$ cat config.mk
export PLATFORM = sky130hd
export DESIGN_NAME = board_scheduler
export DESIGN_NICKNAME = d
export VERILOG_FILES = /design/src/rtl/board_scheduler.sv
export SDC_FILE = /design/constraint.sdc
export NUM_CORES = 1
export LEC_CHECK = 0
export CORE_ASPECT_RATIO = 1.25
export CORE_MARGIN = 8
export CORE_UTILIZATION = 30
export DETAILED_ROUTE_END_ITERATION = 12
export PLACE_DENSITY = 0.45
export SLEW_MARGIN = 20
export SYNTH_ARGS = -nofsm -noshare
export SYNTH_HDL_FRONTEND = slang
export SYNTH_SLANG_ARGS = --single-unit
$ cat constraint.sdc
create_clock -name clk -period 2.35 [get_ports clk]
set_clock_uncertainty 0.1 [all_clocks]
set_input_delay 0.47 -clock clk [delete_from_list [all_inputs] [get_ports clk]]
set_output_delay 0.47 -clock clk [all_outputs]
set_load 0.02 [all_outputs]
$ cat src/rtl/board_scheduler.sv
// Tetris 20x10 playfield store: display lookups get every ce slot, game commands use ce=0 slots.
// Latency: cell_on 1 edge after a ce edge; READ/MERGE/WIPE respond after 1 command slot, CLEAR_LINES after 1+ROWS+k slots.
// Backpressure: cmd_ready only in IDLE; held-high ce stalls a running command with busy=1.
// Optional feature: define BOARD_SCHED_LINE_CLEAR_EN to enable CLEAR_LINES compaction.
module board_scheduler #(
  parameter int ROWS = 20,
  parameter int COLS = 10
) (
  input  logic            clk,
  input  logic            reset,
  input  logic            ce,
  input  logic [3:0]      x_b,
  input  logic [4:0]      y_b,
  input  logic            in_field,
  output logic            cell_on,
  input  logic            cmd_valid,
  output logic            cmd_ready,
  input  logic [1:0]      cmd_op,
  input  logic [4:0]      cmd_row,
  input  logic [COLS-1:0] cmd_data,
  output logic            rsp_valid,
  output logic [COLS-1:0] rsp_data,
  output logic            rsp_err,
  output logic [4:0]      lines_cleared,
  output logic            busy
);

  localparam logic [4:0] ROW_LIM  = 5'(ROWS);
  localparam logic [4:0] LAST_ROW = 5'(ROWS - 1);
  localparam logic [3:0] COL_LIM  = 4'(COLS);

  localparam logic [1:0] OP_READ  = 2'b00;
  localparam logic [1:0] OP_MERGE = 2'b01;
  localparam logic [1:0] OP_WIPE  = 2'b11;

  typedef enum logic [2:0] {S_IDLE, S_EXEC, S_SCAN, S_FILL, S_RESP} state_t;

  state_t          state;
  logic [1:0]      op_q;
  logic [4:0]      row_q;
  logic [COLS-1:0] data_q;
  logic [COLS-1:0] board [ROWS];

`ifdef BOARD_SCHED_LINE_CLEAR_EN
  logic [4:0] src;
  logic [4:0] dst;
  logic [4:0] count;
  logic       scan_full;
  logic [4:0] count_nxt;

  // A full source row is dropped; the drop count decides FILL vs RESP after row 0.
  assign scan_full = &board[src];
  assign count_nxt = scan_full ? count + 5'd1 : count;
`endif

  assign cmd_ready = (state == S_IDLE);
  assign busy      = (state != S_IDLE);
  assign rsp_valid = (state == S_RESP);

  // Display lookup: sample the addressed cell on ce edges, hold otherwise.
  always_ff @(posedge clk or negedge reset) begin
    if (!reset) begin
      cell_on <= 1'b0;
    end else if (ce) begin
      cell_on <= (in_field && (x_b < COL_LIM) && (y_b < ROW_LIM)) ? board[y_b][x_b] : 1'b0;
    end
  end

  // Command FSM and board writes; row work only happens in ce=0 slots.
  always_ff @(posedge clk or negedge reset) begin
    if (!reset) begin
      state         <= S_IDLE;
      op_q          <= 2'b00;
      row_q         <= 5'd0;
      data_q        <= '0;
      rsp_data      <= '0;
      rsp_err       <= 1'b0;
      lines_cleared <= 5'd0;
      for (int i = 0; i < ROWS; i++) board[i] <= '0;
`ifdef BOARD_SCHED_LINE_CLEAR_EN
      src           <= 5'd0;
      dst           <= 5'd0;
      count         <= 5'd0;
`endif
    end else begin
      case (state)
        S_IDLE: begin
          if (cmd_valid) begin
            op_q   <= cmd_op;
            row_q  <= cmd_row;
            data_q <= cmd_data;
            state  <= S_EXEC;
          end
        end
        S_EXEC: begin
          if (!ce) begin
            case (op_q)
              OP_READ, OP_MERGE: begin
                if (row_q < ROW_LIM) begin
                  if (op_q == OP_MERGE) board[row_q] <= board[row_q] | data_q;
                  rsp_data <= board[row_q] | ((op_q == OP_MERGE) ? data_q : '0);
                  rsp_err  <= 1'b0;
                end else begin
                  rsp_data <= '0;
                  rsp_err  <= 1'b1;
                end
                state <= S_RESP;
              end
              OP_WIPE: begin
                for (int i = 0; i < ROWS; i++) board[i] <= '0;
                rsp_data <= '0;
                rsp_err  <= 1'b0;
                state    <= S_RESP;
              end
              default: begin
                rsp_data <= '0;
`ifdef BOARD_SCHED_LINE_CLEAR_EN
                // Compaction walks bottom-up; this slot only primes the pointers.
                rsp_err <= 1'b0;
                src     <= LAST_ROW;
                dst     <= LAST_ROW;
                count   <= 5'd0;
                state   <= S_SCAN;
`else
                rsp_err       <= 1'b1;
                lines_cleared <= 5'd0;
                state         <= S_RESP;
`endif
              end
            endcase
          end
        end
`ifdef BOARD_SCHED_LINE_CLEAR_EN
        S_SCAN: begin
          if (!ce) begin
            if (scan_full) begin
              count <= count_nxt;
            end else begin
              board[dst] <= board[src];
              dst        <= dst - 5'd1;
            end
            // Compare before decrementing so src never wraps into a bogus row.
            if (src == 5'd0) begin
              if (count_nxt == 5'd0) begin
                lines_cleared <= 5'd0;
                state         <= S_RESP;
              end else begin
                state <= S_FILL;
              end
            end else begin
              src <= src - 5'd1;
            end
          end
        end
        S_FILL: begin
          if (!ce) begin
            board[dst] <= '0;
            if (dst == 5'd0) begin
              lines_cleared <= count;
              state         <= S_RESP;
            end else begin
              dst <= dst - 5'd1;
            end
          end
        end
`endif
        S_RESP: state <= S_IDLE;
        default: state <= S_IDLE;
      endcase
    end
  end

endmodule

## Yosys cells after proc, flatten, opt, wreduce, memory -nomap -nowiden

Cells that the tools add are included.

- Register bits after elaboration: 232
- Input port bits: 31
- Output and inout bits: 20
- Word-level logic and storage cells: 82

- Magnitude comparators: 7
- Equal/unequal tests: 8
- Mux-type cells: 23
- Bitwise gates (word level): 5
- Reductions and logical operators: 12

Operators with widths:

| kind | number |
|---|---|
| 200-bit two-way mux | 2 |
| 200-bit case mux with 2 select lines | 1 |
| 200-bit bitwise mux | 1 |
| 10-bit binary-select mux with 5-bit select | 2 |
| 10-bit two-way mux | 8 |
| 10-bit demux with 5-bit select | 1 |
| 10-bit OR | 2 |
| 6-bit greater-or-equal comparator, second input constant | 2 |
| 5-bit inverter with 6-bit output | 2 |
| 5-bit < comparator, second input constant | 2 |
| 2-bit inequality test, second input constant | 4 |
| 6-bit by 1-bit < comparator with 1-bit output, second input constant | 1 |
| 3-bit two-way mux | 2 |
| 3-bit case mux with 2 select lines | 1 |
| 2-bit AND reduction | 3 |
| 4-bit by 5-bit < comparator with 1-bit output, second input constant | 1 |
| 5-bit AND reduction | 1 |
| 1-bit binary-select mux with 4-bit select | 1 |
| 4-bit < comparator, second input constant | 1 |
| 3-bit by 1-bit equality test with 1-bit output, second input constant | 1 |
| 3-bit equality test, second input constant | 1 |
| 1-bit logical AND | 3 |
| 3-bit logical NOT | 1 |
| 1-bit two-way mux | 3 |
| other kinds (8) | 8 |

## Longest topological paths before layout

Gate-level depths: netlist (run 1).

- Depth in word-level cells: 9
- Mapped depth: 10
- Depth with buffers taken out: 7

## Worst setup path before layout (run 1)

OpenSTA, ideal clock, no wires.

- Path kind: input to register
- From: input y_b[0]
- To: register cell_on
- Library setup time: 0.129 ns
- Arrival time: 2.013 ns
- Data required time: 2.121 ns
- Path slack: 0.108 ns
- Cell stages on the path: 8
- Buffers on the path: 3
- Path through: buf_4 buf_4 buf_6 mux4_2 a21oi_1 o221ai_1 a32oi_1 o31ai_1

- Longest elaborated chain between the ends: 7
- Elaborated cells on any way between the ends: 9
- Classes of those cells: 1 x order compare; 6 x mux; 1 x bitwise; 1 x reduce/logical

Ends and longest elaborated chain:

| element | RTL line | source |
|---|---|---|
| start, declared | 13 | `input logic [4:0] y_b,` |
| 5-bit inverter with 6-bit output (implied by the code) | 65 | `cell_on <= (in_field && (x_b < COL_LIM) && (y_b < ROW_LIM)) ? board[y_b][x_b] : 1'b0;` |
| 10-bit binary-select mux with 5-bit select | 65 |  |
| 10-bit two-way mux (implied by the code) (2 in series) | 65 |  |
| 1-bit binary-select mux with 4-bit select | 65 |  |
| 1-bit two-way mux (implied by the code) | 65 |  |
| 1-bit two-way mux (*) | 65 |  |
| end signal, assigned | 65 |  |
| end, declared | 15 | `output logic cell_on,` |

Every way passes the cells marked *; elsewhere a longest branch is shown, timed or not. The select of a mux whose other input is x is not followed.
A chain may end at the register's enable or synchronous reset.

## Final worst setup path (run 1)

- From: register row_q[0]
- To: register board[58] in the netlist's numbering

- Longest elaborated chain between the ends: 9
- Elaborated cells on any way between the ends: 17
- Classes of those cells: 3 x order compare; 1 x eq/ne; 9 x mux; 2 x bitwise; 2 x reduce/logical

Ends and longest elaborated chain:

| element | RTL line | source |
|---|---|---|
| start, declared | 40 | `logic [4:0] row_q;` |
| start signal, assigned | 90 | `row_q <= cmd_row;` |
| 5-bit inverter with 6-bit output (implied by the code) | 100 | `if (op_q == OP_MERGE) board[row_q] <= board[row_q] \| data_q;` |
| 6-bit greater-or-equal comparator (implied by the code) (tied with other cells) | 100 |  |
| 1-bit logical AND (implied by the code) / 10-bit two-way mux (equally long branches) | 100 |  |
| 10-bit two-way mux (implied by the code) | 100 |  |
| 10-bit demux with 5-bit select / 10-bit OR (equally long branches) | 100 |  |
| 200-bit bitwise mux | 100 |  |
| 200-bit two-way mux | 100 |  |
| 200-bit two-way mux | 99 | `if (row_q < ROW_LIM) begin` |
| 200-bit case mux with 2 select lines | 97 | `case (op_q)` |
| end signal, assigned by index | 100 |  |
| end, declared | 42 | `logic [COLS-1:0] board [ROWS];` |

Several ways; a longest one is shown, not always the timed one. The select of a mux whose other input is x is not followed.

==> run summary, run 1 <==
Outcome - complete, but fails checks
Failing checks - negative setup slack
CTS tree - yes
Die Wd - 197 um
Static Leak - 7.61 nW
Critical-path cell list - buf_12 -> buf_12 -> mux4_2 -> mux2i_1 -> buf_4 -> o22ai_1 -> a22oi_2 -> and2b_2 -> buf_12 -> o21ai_1
1st-iter DRT viols - 741
Crit-path leading delay family - buffers and inverters
Ys flop type - dfrtp_1
Critical path required time - 2.68 ns
Asr flop ratio synth - 100%
CP max FO - 16
Buf+Inv Stages, Crit Path - 4
Worst Max-Slew Pin Slew - 0.706 ns
Final setup vio count - 210
Syn. warnings - 0
Power per cell area - 835 nW/um^2
Post-synth top cells - 274 x nand2_1, 231 x dfrtp_1, 181 x o21ai_1
Max-cap violations - 0
Startpoint types - register
Most frequent CP cell - buf_12
Compound-cell area share of the yosys netlist - 14.8%
Row Count - 83
IO buf count - 45
Vias - 10300
Yosys cell types - 51
CTS root buffer - clkbuf_16
RSZ-0062 raised after global routing - true
GR Util met2 - 33.6%
Tmin final - 2.68 ns
CP Class - reg -> reg
DR WL/cell - 25.1 um
Maximum root-to-sink buffer count - 3
Fmax - 373 MHz
Clk sink count - 231
Remaining antenna violation count after routing - 0
Synth Area in XOR/XNOR - 0%
Area share of fa/ha/maj cells after synthesis - 0%
Critical Path AT - 3.01 ns
Via-per-instance ratio - 5.27
Final Wtd Congestion - 0.895
Final Max Tran Viols - 0
Largest net degree at the start of global routing - 61
Most common cell in the netlist - nand2_1
Met1 usage - 24.5%
Hold WC Path Type - in -> async
Placement-stage cell area - 15400 um^2
Met3 usage - 2.49%
Share of the synthesized area in the top cell type - 47.1%
Largest family of logic cells by synthesized area - multiplexers
Initial antenna violation count - 0
I/O pin total - 51
Post-Route WL - 49100 um
Util after Layout - 42.6%
Post-route design area - 17300 um^2
Slowest CP cell - dfrtp_4
FILL cells - 3968
Worst vdd rail ir drop - 597 uV
Num CTS Buffers - 26
Core box area - 40700 um^2
Global-route wire length before repair - 71100 um
Area Growth Syn to Fin - 41.0%
Nets - 1417
Die ar. - 47700 um^2
Sequential fraction of the synthesis area - 47.1%
Ant. Diodes - 0
Chip height - 242 um
Worst setup margin - -0.334 ns
Post-synthesis mux area share - 21.5%
Global-route usage over all layers - 19.9%
Global route overflow - 0
Fraction of layout cells with a size suffix above 1 - 39.5%
Worst relative slew slack - 52.8%
#FFs+latches synth - 231
Initial core utilization - 30.2%
Gr busiest metal - met2
Avg Inst Size Synth - 10.8 um^2
Crit path from - row_q[0]
H-Tree Depth - 1
Final hold vios - 0
Yosys top cell by area - dfrtp_1
Clk_lat worst skew - 0.56 ns
CP max stage delay - 0.54 ns
Setup crit end kind - register
Synth top area cells - dfrtp_1 47%, mux4_2 13%, nand2_1 8.4%
Post-synthesis simple-gate area fraction - 11.9%
Drt first pass iters - 6
Reg2reg start - row_q[0]
Drc violations - 0
Clock transition at path regs - 0.06 ns
Dpl hpwl - 34400 um
Number of global-route vias before repair - 10600
Final period util - 114%
Mapped cell area - 12300 um^2
Post-synth EDFFs - 0
Mapped Cells - 1133
-- metrics by stage --
| stage | setup TNS, ns | cells | hold WS [ns] | total power [mW] | setup slack, ns |
|---|---|---|---|---|---|
| final | -50.21 | 1958 | 0.294 | 14.5 | -0.334 |
| after global routing | -65.48 | 1958 | 0.303 | 15.0 | -0.387 |
| after CTS | -55.60 | 1956 | 0.280 | 14.1 | -0.337 |
| after detailed placement | -81.50 | 1883 | 0.270 | 9.25 | -0.718 |
| after global placement | -77.62 | 1883 | 0.268 | 9.23 | -0.737 |
| after floorplan | 0 | 1137 | 0.0744 | 7.14 | 0.108 |
-- cell type report --
type | count | area [um^2] | area share [%]
inverters | 19 | 71.3 | 0.412
clock inverters | 12 | 115 | 0.664
multi-input cells | 815 | 6470 | 37.3
clock buffers | 36 | 779 | 4.50
well taps | 552 | 691 | 3.99
repair buffers | 293 | 3410 | 19.7
flip-flops and latches | 231 | 5790 | 33.4
-- cells in the final DEF, fill, tap and decap left out, drive strengths merged, types with 5 or more instances in the layout --
| master | netlist | routed |
|---|---|---|
| nand2 | 274 | 274 |
| mux4 | 85 | 85 |
| o22ai | 15 | 15 |
| a22oi | 9 | 9 |
| nand2b | 9 | 9 |
| nand3 | 6 | 6 |
| a21o | 10 | 10 |
| dfrtp | 231 | 231 |
| and2b | 10 | 10 |
| inv | 19 | 19 |
| buf | 61 | 244 |
| nor2b | 13 | 13 |
| a21oi | 20 | 20 |
| a211oi | 5 | 5 |
| conb | 1 | 5 |
| nor2 | 20 | 20 |
| clkinv | 0 | 8 |
| clkdlybuf4s50 | 0 | 39 |
| mux2 | 38 | 38 |
| clkbuf | 11 | 42 |
| mux2i | 25 | 25 |
| o21ai | 226 | 226 |
-- final timing paths --
path / to / slack, ns / cells after the start
max in group asynchronous: board[49] / 1.04 / 3
hold / removal: board[118] / 0.29 / 2
setup / recovery: board[58] / -0.33 / 10
min in group clk: state[0] / 0.37 / 1
hold reg to reg: state[0] / 0.37 / 1
setup reg to reg: board[58] / -0.33 / 10
-- state kept, by name, summed over array words and instances (netlist names) --
name and flops:
board 200, data_q 10, rsp_data 10, row_q 5, op_q 2, state 2
cell_on 1, rsp_err 1
-- metal layers --
layer	wire [um]	part of all wire, %
met5	0	0
met4	3090	6.3
met3	1990	4.1
met2	24100	49
met1	19900	41
-- cells by family after synthesis --
kind of cell           after synthesis
multiplexers                       148
flip-flops                         231
other                                1
AND/OR/NAND/NOR                    349
AO/OA/AOI/OAI                      313
buffers and inverters               91
-- what timing repair did --
item | in CTS | in global routing
buffers inserted | 19 | 8
endpoints found under the hold margin | 30 | 0
pin swaps | 26 | 75
resized for setup | 56 | 122
hold buffers | 1 | 0
endpoints found under the setup margin | 213 | 213
gates cloned | 6 | 6
-- report_power, final --
part / internal [mW] / switching, mW / leakage [nW]
sequential: 4.49 / 0.402 / 3.17
combinational: 2.52 / 2.78 / 3.99
clock: 2.53 / 1.74 / 0.445
total: 9.54 / 4.92 / 7.61
Note: power is estimated with default switching activity, not from simulation.
==> run 2, diff against run 1 <==
PLACE_DENSITY = 0.49   (was 0.45)
==> run summary, run 2 (synthesis results as in run 1) <==
Outcome - complete, but fails checks (unchanged)
Failing checks - negative setup slack (unchanged)
Hold WC Path Type - in -> async (unchanged)
Top Metal Used - met4 (unchanged)
Most common cell after layout, fill and taps aside - nand2_1 (unchanged)
Maximum root-to-sink buffer count - 3 (unchanged)
Post-route design area - 16700 um^2 (was 17300 um^2)
Num CTS Buffers - 27 (was 26)
RSZ-0062 raised after global routing - true (unchanged)
Metal-1 WL - 18700 um (was 19900 um)
Placement-stage cell area - 15300 um^2 (was 15400 um^2)
Static Leak - 7.30 nW (was 7.61 nW)
Number of global-route vias before repair - 10500 (was 10600)
Remaining antenna violation count after routing - 0 (unchanged)
Drc violations - 0 (unchanged)
Tmin final - 2.71 ns (was 2.68 ns)
Setup crit end kind - register (unchanged)
H-Tree Depth - 1 (unchanged)
WL met3 - 2560 um (was 1990 um)
1st-iter DRT viols - 650 (was 741)
Met2 WL - 23900 um (was 24100 um)
Reg2Reg Depth - 10 (unchanged)
Worst Max-Slew Pin Slew - 0.872 ns (was 0.706 ns)
Critical-path cell list - buf_12 -> mux4_2 -> mux2i_1 -> buf_4 -> o22ai_2 -> a22oi_2 -> buf_4 -> and2b_1 -> buf_12 -> o21ai_1 (was buf_12 -> buf_12 -> mux4_2 -> mux2i_1 -> buf_4 -> o22ai_1 -> a22oi_2 -> and2b_2 -> buf_12 -> o21ai_1)
Via-per-instance ratio - 5.25 (was 5.27)
Global route overflow - 0 (unchanged)
CP Class - reg -> reg (unchanged)
Post-Route WL - 47500 um (was 49100 um)
Worst relative slew slack - 40.3% (was 52.8%)
Max FFs per register - 200 (unchanged)
I/O pin total - 51 (unchanged)
Final Max Tran Viols - 0 (unchanged)
Ant. Diodes - 0 (unchanged)
Largest net degree at the start of global routing - 82 (was 61)
Sequential cell area - 5790 um^2 (unchanged)
Final period util - 115% (was 114%)
Chip height - 242 um (unchanged)
Row Count - 83 (unchanged)
Fmax - 369 MHz (was 373 MHz)
Clk sink count - 231 (unchanged)
Power per cell area - 868 nW/um^2 (was 835 nW/um^2)
CTS tree - yes (unchanged)
DR WL/cell - 24.6 um (was 25.1 um)
Slowest CP cell - mux4_2 (was dfrtp_4)
Clk_lat worst skew - 0.56 ns (about the same)
Die ar. - 47700 um^2 (unchanged)
Critical Path AT - 3.04 ns (was 3.01 ns)
IO buf count - 45 (unchanged)
Max-cap violations - 0 (unchanged)
Top reg by flops - board (unchanged)
Nets - 1393 (was 1417)
Final setup vio count - 212 (was 210)
Hold_ws - 0.254 ns (was 0.294 ns)
Worst vdd rail ir drop - 512 uV (was 597 uV)
CTS root buffer - clkbuf_16 (unchanged)
Initial core utilization - 30.2% (unchanged)
Worst setup margin - -0.361 ns (was -0.334 ns)
CP max stage delay - 0.53 ns (was 0.54 ns)
Startpoint types - register (unchanged)
Drt first pass iters - 5 (was 6)
Top flop regs - board x200, data_q x10, rsp_data x10 (unchanged)
Final hold vios - 0 (unchanged)
Initial antenna violation count - 0 (unchanged)
Multi-input logic area - 6010 um^2 (was 6470 um^2)
Die Wd - 197 um (unchanged)
Most frequent cells in the layout - 274 x nand2_1, 229 x dfrtp_1, 181 x o21ai_1 (was 274 x nand2_1, 229 x dfrtp_1, 153 x buf_4)
Area Growth Syn to Fin - 35.7% (was 41.0%)
Global-route wire length before repair - 69700 um (was 71100 um)
Vias - 10200 (was 10300)
Core box area - 40700 um^2 (unchanged)
Dpl hpwl - 33400 um (was 34400 um)
Critical path required time - 2.68 ns (about the same)
Clock transition at path regs - 0.06 ns (about the same)
FILL cells - 3986 (was 3968)
Fraction of layout cells with a size suffix above 1 - 30.6% (was 39.5%)
Global-route usage over all layers - 19.4% (was 19.9%)
Final Wtd Congestion - 0.920 (was 0.895)
Util after Layout - 41.0% (was 42.6%)
CP max FO - 20 (was 16)
==> run 2: per-layer routing <==
layer / vias up / global-route usage, %
met4: 0 / 8.42
met2: 318 / 33.6
met3: 86 / 2.52
li1: 4573 / -
met5: - / 0
met1: 5185 / 23.7
==> run 2: where the power goes <==
group	switching (mW)	total [mW]	internal [mW]
clock	1.81	4.96	3.15
sequential	0.413	4.90	4.49
combinational	2.47	4.61	2.15
==> run 2: metrics by stage <==
step | setup WS [ns] | cells | TNS [ns] | total power [mW]
final | -0.361 | 1935 | -53.97 | 14.5
after global routing | -0.408 | 1935 | -70.37 | 15.0
after CTS | -0.352 | 1927 | -50.60 | 14.3
after detailed placement | -0.648 | 1869 | -65.96 | 9.21
after global placement | -0.631 | 1869 | -62.73 | 9.17
after floorplan | 0.108 | 1137 | 0 | 7.14
==> run 2: final timing paths <==
path                            startpoint    endpoint  slack (ns)
worst max-delay path              row_q[0]  board[190]       -0.36
worst min-delay path                 reset   board[91]        0.25
worst max register to register    row_q[0]  board[190]       -0.36
worst min register to register    state[2]    state[0]        0.37
max in group asynchronous            reset   board[46]        1.15
min in group clk                  state[2]    state[0]        0.37
==> run 2: timing repair <==
item / CTS / global route
setup endpoints to repair: 213 / 213
resized for setup: 15 / 10
hold buffers: 1 / 0
buffers inserted: 7 / 2
pin swaps: 6 / 4
endpoints found under the hold margin: 117 / 0
cloned: 0 / 6
==> run 2: area by class of cell <==
cell class	count	area share (%)
multi-input cells	815	36.0
flip-flops and latches	231	34.7
repair buffers	268	18.4
clock buffers	36	4.56
well taps	552	4.14
clock inverters	14	1.71
inverters	19	0.428
==> run 2: worst max-delay path, delay by kind of cell (launching register included) <==
kind	cells	cell delay (ns)
flip-flops	1	0.48
AND/OR/NAND/NOR	1	0.16
AO/OA/AOI/OAI	3	0.45
buffers and inverters	4	0.68
multiplexers	2	0.69
